<file path="src/rtl/uart_boot_loader.sv">
// UART boot loader: receives an A5/LEN/words(/CHK) frame and writes 16-bit words into BSRAM.
// Optional checksum byte enabled by defining UART_BOOT_LOADER_CHECKSUM_EN.
module uart_boot_loader #(
  parameter int unsigned CLK_HZ      = 27000000,
  parameter int unsigned BAUD        = 115200,
  parameter int unsigned ADDR_W      = 11,
  parameter int unsigned MAX_WORDS   = 2048,
  parameter int unsigned TIMEOUT_CYC = 2700000
) (
  input  logic              clk,
  input  logic              rst,
  input  logic              uart_rx,
  output logic [ADDR_W-1:0] mem_addr,
  output logic [15:0]       mem_din,
  output logic              mem_we,
  output logic              boot_mode,
  output logic              done,
  output logic              err,
  output logic [ADDR_W:0]   word_count
);

  localparam int unsigned ClksPerBit = CLK_HZ / BAUD;
  localparam int unsigned HalfBit    = ClksPerBit / 2;
  localparam int unsigned BitCntW    = $clog2(ClksPerBit + 1);
  localparam int unsigned ToCntW     = $clog2(TIMEOUT_CYC + 1);

  typedef enum logic [1:0] {RxIdle, RxStart, RxData, RxStop} rx_state_e;
  typedef enum logic [2:0] {FrSync, FrLenH, FrLenL, FrWhi, FrWlo, FrChk, FrDone} fr_state_e;

`ifdef UART_BOOT_LOADER_CHECKSUM_EN
  localparam fr_state_e FrAfterWords = FrChk;
`else
  localparam fr_state_e FrAfterWords = FrDone;
`endif

  logic rx_meta_q, rx_q;

  always_ff @(posedge clk) begin
    if (rst) begin
      rx_meta_q <= 1'b1;
      rx_q      <= 1'b1;
    end else begin
      rx_meta_q <= uart_rx;
      rx_q      <= rx_meta_q;
    end
  end

  rx_state_e          rx_state_q, rx_state_d;
  logic [BitCntW-1:0] bit_cnt_q;
  logic [2:0]         bit_idx_q;
  logic [7:0]         shift_q;
  logic               byte_valid_q;
  logic               bit_tick, half_tick;

  assign bit_tick  = (bit_cnt_q == BitCntW'(ClksPerBit - 1));
  assign half_tick = (bit_cnt_q == BitCntW'(HalfBit - 1));

  always_ff @(posedge clk) begin
    if (rst) rx_state_q <= RxIdle;
    else     rx_state_q <= rx_state_d;
  end

  always_comb begin
    rx_state_d = rx_state_q;
    case (rx_state_q)
      RxIdle:  if (!rx_q) rx_state_d = RxStart;
      RxStart: if (half_tick) rx_state_d = rx_q ? RxIdle : RxData;
      RxData:  if (bit_tick && bit_idx_q == 3'd7) rx_state_d = RxStop;
      RxStop:  if (bit_tick) rx_state_d = RxIdle;
      default: rx_state_d = RxIdle;
    endcase
  end

  // Bit timer restarts on every state change so each phase counts from its own entry.
  always_ff @(posedge clk) begin
    if (rst) begin
      bit_cnt_q    <= '0;
      bit_idx_q    <= '0;
      shift_q      <= '0;
      byte_valid_q <= 1'b0;
    end else begin
      byte_valid_q <= 1'b0;
      if (rx_state_q == RxIdle || rx_state_d != rx_state_q || bit_tick) bit_cnt_q <= '0;
      else bit_cnt_q <= bit_cnt_q + 1'b1;
      if (rx_state_q == RxStart) begin
        bit_idx_q <= '0;
      end else if (rx_state_q == RxData && bit_tick) begin
        shift_q   <= {rx_q, shift_q[7:1]};
        bit_idx_q <= bit_idx_q + 1'b1;
      end
      if (rx_state_q == RxStop && bit_tick && rx_q) byte_valid_q <= 1'b1;
    end
  end

  fr_state_e         fr_state_q, fr_state_d;
  logic [7:0]        len_hi_q, hi_q;
  logic [15:0]       len_q, len_now;
  logic [ADDR_W:0]   cnt_q, cnt_inc;
  logic [ToCntW-1:0] to_cnt_q;
  logic [ADDR_W-1:0] mem_addr_q;
  logic [15:0]       mem_din_q;
  logic              mem_we_q, err_q;
  logic              timeout, last_word, len_too_big, idle_state;

  assign len_now     = {len_hi_q, shift_q};
  assign cnt_inc     = cnt_q + 1'b1;
  assign last_word   = (32'(cnt_inc) == 32'(len_q));
  assign len_too_big = (32'(len_now) > MAX_WORDS);
  assign idle_state  = (fr_state_q == FrSync) || (fr_state_q == FrDone);
  assign timeout     = !idle_state && (to_cnt_q == ToCntW'(TIMEOUT_CYC - 1));

`ifdef UART_BOOT_LOADER_CHECKSUM_EN
  logic [7:0] chk_q;
  logic       chk_ok;
  assign chk_ok = (shift_q == chk_q);
`endif

  always_ff @(posedge clk) begin
    if (rst) fr_state_q <= FrSync;
    else     fr_state_q <= fr_state_d;
  end

  always_comb begin
    fr_state_d = fr_state_q;
    if (byte_valid_q) begin
      case (fr_state_q)
        FrSync: if (shift_q == 8'hA5) fr_state_d = FrLenH;
        FrLenH: fr_state_d = FrLenL;
        FrLenL: begin
          if (len_too_big)         fr_state_d = FrSync;
          else if (len_now == '0)  fr_state_d = FrAfterWords;
          else                     fr_state_d = FrWhi;
        end
        FrWhi: fr_state_d = FrWlo;
        FrWlo: fr_state_d = last_word ? FrAfterWords : FrWhi;
`ifdef UART_BOOT_LOADER_CHECKSUM_EN
        FrChk: fr_state_d = chk_ok ? FrDone : FrSync;
`endif
        default: fr_state_d = fr_state_q;
      endcase
    end else if (timeout) begin
      fr_state_d = FrSync;
    end
  end

  always_ff @(posedge clk) begin
    if (rst) begin
      len_hi_q   <= '0;
      hi_q       <= '0;
      len_q      <= '0;
      cnt_q      <= '0;
      to_cnt_q   <= '0;
      mem_addr_q <= '0;
      mem_din_q  <= '0;
      mem_we_q   <= 1'b0;
      err_q      <= 1'b0;
`ifdef UART_BOOT_LOADER_CHECKSUM_EN
      chk_q      <= '0;
`endif
    end else begin
      mem_we_q <= 1'b0;
      if (byte_valid_q || idle_state) to_cnt_q <= '0;
      else                            to_cnt_q <= to_cnt_q + 1'b1;
      if (timeout && !byte_valid_q) err_q <= 1'b1;
      if (byte_valid_q) begin
        case (fr_state_q)
          FrSync: if (shift_q == 8'hA5) begin
            err_q <= 1'b0;
            cnt_q <= '0;
`ifdef UART_BOOT_LOADER_CHECKSUM_EN
            chk_q <= '0;
`endif
          end
          FrLenH: len_hi_q <= shift_q;
          FrLenL: begin
            len_q <= len_now;
            if (len_too_big) err_q <= 1'b1;
          end
          FrWhi: begin
            hi_q <= shift_q;
`ifdef UART_BOOT_LOADER_CHECKSUM_EN
            chk_q <= chk_q + shift_q;
`endif
          end
          FrWlo: begin
            mem_we_q   <= 1'b1;
            mem_din_q  <= {hi_q, shift_q};
            mem_addr_q <= cnt_q[ADDR_W-1:0];
            cnt_q      <= cnt_inc;
`ifdef UART_BOOT_LOADER_CHECKSUM_EN
            chk_q      <= chk_q + shift_q;
`endif
          end
`ifdef UART_BOOT_LOADER_CHECKSUM_EN
          FrChk: if (!chk_ok) err_q <= 1'b1;
`endif
          default: ;
        endcase
      end
    end
  end

  always_comb begin
    done       = (fr_state_q == FrDone);
    boot_mode  = (fr_state_q != FrDone);
    mem_addr   = mem_addr_q;
    mem_din    = mem_din_q;
    mem_we     = mem_we_q;
    err        = err_q;
    word_count = cnt_q;
  end

endmodule

</file>
<file path="config.mk">
export PLATFORM = sky130hd
export DESIGN_NAME = uart_boot_loader
export DESIGN_NICKNAME = d
export VERILOG_FILES = /design/src/rtl/uart_boot_loader.sv
export SDC_FILE = /design/constraint.sdc
export NUM_CORES = 1
export LEC_CHECK = 0
export BUFFER_PORTS_ARGS = -buffer_cell sky130_fd_sc_hd__buf_2
export CAP_MARGIN = 15
export CORE_ASPECT_RATIO = 1.2
export CORE_MARGIN = 2
export CORE_UTILIZATION = 55
export DETAILED_ROUTE_END_ITERATION = 10
export GPL_TIMING_DRIVEN = 0
export PLACE_DENSITY = 0.86
export SYNTH_ARGS = -nofsm -noshare
export SYNTH_HDL_FRONTEND = slang
export SYNTH_SLANG_ARGS = --single-unit
</file>
<file path="constraint.sdc">
create_clock -name clk -period 6.6 [get_ports clk]
set_input_delay 0.33 -clock clk [delete_from_list [all_inputs] [get_ports clk]]
set_output_delay 0.33 -clock clk [all_outputs]
set_load 0.05 [all_outputs]
</file>
== Word level (Yosys, flattened, before mapping) ==
Index checks and enable logic that the tools add are counted.

* Add/sub/neg operators: 4
* Order comparisons: 1
* Eq/ne operators: 19
* Multiplexer cells: 22
* Bitwise gates (word level): 2
* Reduce and logical (&&, ||, !) cells: 28

{| class="wikitable"
|+ Operators with widths
! operator !! number
|-
| $pmux 12 s2 || 1
|-
| $add 22x1->22 const B || 1
|-
| $eq 22x22->1 const B || 1
|-
| $mux 3 || 6
|-
| $eq 12x16->1 || 1
|-
| $eq 8x8->1 const B || 2
|-
| $gt 16x12->1 const B || 1
|-
| $logic_not 16->1 || 1
|-
| $pmux 3 s5 || 1
|-
| $add 12x1->12 const B || 1
|-
| $mux 12 || 1
|-
| $mux 2 || 5
|-
| $reduce_and 2->1 || 5
|-
| $eq 3x3->1 const B || 3
|-
| $add 8x1->8 const B || 1
|-
| $eq 8x7->1 const B || 1
|-
| $pmux 2 s4 || 1
|-
| $reduce_or 2->1 || 4
|-
| $eq 3x2->1 const B || 2
|-
| $logic_and 1x1->1 || 6
|-
| $mux 1 || 6
|-
| $ne 6x1->1 const B || 1
|-
| $reduce_and 3->1 || 2
|-
| $eq 2x2->1 const B || 2
|-
| 14 further kinds || 20
|}

* Register bits after elaboration: 122
* Input bits: 3
* Output and inout bits: 43

== Longest topological paths before layout ==
* Depth after elaboration: 9
* Depth in mapped cells: 8

== Least setup slack after synthesis ==
No wires, ideal clock.

* Path kind: register -> register
* Start: reg cnt_q[0] (netlist: word_count[0])
* End: reg fr_state_q[0]
* Arrival time: 2.297 ns
* Data required time: 6.476 ns
* Path slack: 4.178 ns
* Stages on the path, launching flop included: 8
* Period minus slack after synthesis: 2.422 ns
* Path through: dfxtp_1 -> ha_1 -> nand2b_1 -> or2_0 -> a311o_1 -> a2111oi_0 -> nor4b_2 -> o21ai_1

* Cells in the longest elaborated chain, start to end: 5

{| class="wikitable"
|+ RTL lines
! item !! RTL line !! text
|-
| from (decl) || 98 || <nowiki>logic [ADDR_W:0] cnt_q, cnt_inc;</nowiki>
|-
| from (signal assigned) || 189 || <nowiki>cnt_q <= cnt_inc;</nowiki>
|-
| $add 12x1->12 || 106 || <nowiki>assign cnt_inc = cnt_q + 1'b1;</nowiki>
|-
| $eq 12x16->1 || 107 || <nowiki>assign last_word = (32'(cnt_inc) == 32'(len_q));</nowiki>
|-
| $mux 3 || 135 || <nowiki>FrWlo: fr_state_d = last_word ? FrAfterWords : FrWhi;</nowiki>
|-
| $pmux 3 s5 || 126 || <nowiki>case (fr_state_q)</nowiki>
|-
| $mux 3 || 125 || <nowiki>if (byte_valid_q) begin</nowiki>
|-
| to (signal assigned) || 119 || <nowiki>if (rst) fr_state_q <= FrSync;</nowiki>
|-
| to (signal assigned) || 120 || <nowiki>else fr_state_q <= fr_state_d;</nowiki>
|-
| to (decl) || 95 || <nowiki>fr_state_e fr_state_q, fr_state_d;</nowiki>
|}

No other way between the ends.
A chain may end at the register's enable or synchronous reset.

== Final worst setup path ==
Same ends and word-level chain as after synthesis.

==> flow_summary.json <==
{
  "avgViaCountPerCell": 5.58,
  "cts.sink_count": 122,
  "fin_setup_tns_ns": 0,
  "die_h_microns": 112,
  "fp-row-count": 39,
  "netlist_area_sq_um": 5390,
  "clock_latency_ns": 0.41,
  "async_reset_ff_share_pct": 0,
  "yosysSeqAreaShare_pct": 45.3,
  "synthMostInstantiatedCell": "nand2_1",
  "yosys.area.top_type": "dfxtp_1",
  "clk_pin_slew_ns": 0.05,
  "cts_buffers": 17,
  "portBuffers": 45,
  "finalWirelength_mm": 13.0,
  "layout-drive-gt1-share_pct": 14.0,
  "syn_nets": 678,
  "period_share_pct": 38.5,
  "p_leak_nw": 2.31,
  "critPathKind": "reg -> reg",
  "initialDrtViolationCount": 301,
  "syn2layout_area_growth_pct": 17.9,
  "rsz0062_at_grt": "false",
  "power.density_nw_per_um2": 262,
  "placedCellCount": 836,
  "ys.flop_type": "dfxtp_1",
  "antenna_found_initial": 0,
  "synth_xor_area_share_pct": 6.82,
  "period_needed_ns": 2.54,
  "nNetsFinal": 742,
  "hold_path_class": "in -> reg",
  "routedWlPerCell_microns": 15.0,
  "fin_hold_ws_ns": 0.107,
  "root_buffer": "clkbuf_16",
  "synthSimpleGateAreaFrac_pct": 27.3,
  "final_cells": 867,
  "netlist_top_cells_area": "dfxtp_1 (45%), nand2_1 (10%), a21oi_1 (6.6%)",
  "grtUsageTotal_pct": 25.3,
  "dr.pass1.iters": 6,
  "slew_violations": 0,
  "io_pins": 46,
  "status": "complete, no violations",
  "required_ns": 6.89,
  "syn_inst": 668,
  "setup_viol": 0,
  "synth_seq_cells": 122,
  "cts_setup_buffers": 0,
  "worst_pin_slew_ns": 0.679,
  "grt_pass1_vias": 4650,
  "htreeDepth": 4,
  "start_util_pct": 56.6,
  "diodes": 0,
  "synth_cell_types": 68,
  "gp_congestion": 0.944,
  "finClkSkew_ns": 0.00401,
  "num_vias": 4836,
  "synth_top_family_by_area": "simple AND/OR/NAND/NOR gates",
  "maxCapViolCount": 0,
  "design.core.area_sq_um": 9520,
  "cts_tree": "done",
  "cp_max_fo": 7,
  "ctsResizeCount": 0,
  "nFillCells": 755,
  "dieArea_sq_um": 10600,
  "grt_overflow": 0,
  "route.detailed.drc": 0,
  "max_slew_margin_pct": 54.3,
  "grt_max_degree": 17,
  "synth-edff-count": 0,
  "ir_worst_vdd_v": 0.000182,
  "cts_max_path_buffers": 2,
  "die_w_microns": 94.4,
  "syn-mean-instance-area_sq_um": 8.07,
  "finalHoldViolations": 0,
  "synth_fa_ha_area_share_pct": 1.62,
  "grt_pass1_wl_mm": 21.1,
  "yosysWarnings": 0,
  "post-synth-top-area-fraction_pct": 45.3,
  "arrival_ns": 2.83,
  "yosys-top-cells-count": "nand2_1 (147), dfxtp_1 (122), nor2_1 (72)",
  "critPathLaunchType": "flip-flop",
  "ant_nets": 0,
  "synth_compound_area_share_pct": 12.7,
  "fmax_mhz": 394,
  "dp_hpwl_mm": 9.18,
  "holdBufCountCts": 0,
  "synthMuxAreaShare_pct": 1.69,
  "end_kind": "flip-flop"
}
==> flip-flops by register name, summed over array words and instances (netlist names) <==
name	cells
word_count	12
rx_q	1
rx_meta_q	1
mem_din	16
hi_q	8
bit_idx_q	3
byte_valid_q	1
err	1
len_hi_q	8
bit_cnt_q	8
to_cnt_q	22
shift_q	8
mem_addr	11
len_q	16
mem_we	1
rx_state_q	2
fr_state_q	3
==> placed cells by master (no fill, tap or decap), types with 5 or more instances in the layout <==
master / n
a22oi_1: 5
dfxtp_1: 122
xnor2_1: 15
mux2i_1: 8
a21oi_1: 71
nor4_1: 5
nor3_1: 12
nand4_1: 14
ha_1: 7
o21ai_0: 10
nor2_1: 72
nand2b_1: 6
inv_1: 14
clkbuf_1: 27
xor2_1: 27
nand2_1: 147
buf_2: 51
nand3_1: 17
clkbuf_16: 17
==> per-layer routing <==
layer	wire, microns	vias up	global-route usage [%]
met5	0	-	0
met2	6740	155	45.1
li1	-	2385	-
met3	726	32	5.70
met1	5200	2264	28.1
met4	329	0	11.8
==> where the power goes <==
| group | total [W] | internal, W | switching (W) |
|---|---|---|---|
| clock network | 0.000909 | 0.000581 | 0.000328 |
| logic | 0.0000178 | 0.00000376 | 0.0000140 |
| registers | 0.000739 | 0.000738 | 0.000000755 |
| total | 0.00167 | 0.00132 | 0.000342 |
==> kinds of logic (layout without fill, tap and decap cells) <==
kind of cell | Yosys count | count (layout)
flops | 122 | 122
simple gates | 317 | 317
xor+xnor | 42 | 42
fa+ha+maj | 7 | 7
buf+inv | 55 | 131
mux | 9 | 9
compound gates | 116 | 116
==> worst max-delay path: stages, from the launching register on <==
cell and delay (ns):
dfxtp_1 0.46, ha_1 0.33, nand2b_1 0.10, or2_0 0.20, a311o_1 0.35, a2111oi_0 0.47
nor4b_2 0.38, o21ai_1 0.12
==> area by class of cell <==
class	instances	area, sq um	area share (%)
plain buffers	40	189	2.97
flip-flops and latches	122	2440	38.4
inverters	15	56.3	0.886
well taps	123	154	2.42
clock inverters	11	121	1.91
repair buffers	45	225	3.54
clock buffers	20	467	7.34
multi-input cells	491	2700	42.5
==> worst paths after layout <==
check	slack, ns	from	end	cells past startpoint
min	0.11	uart_rx	rx_meta_q	2
min reg2reg	0.41	rx_meta_q	rx_q	1
max reg2reg	4.06	word_count[0]	fr_state_q[0]	7
max	4.06	word_count[0]	fr_state_q[0]	7
==> through the flow <==
step	total power, W	utilization, %	cell area (sq um)	setup slack [ns]
global placement	0.000771	60.6	5770	4.13
CTS	0.00167	66.8	6360	4.09
floorplan	0.000765	-	5390	4.18
global route	0.00170	66.8	6360	3.95
finish	0.00167	66.8	6360	4.06
detailed placement	0.000772	60.6	5770	4.11
Note: power is estimated with default switching activity, not from simulation.
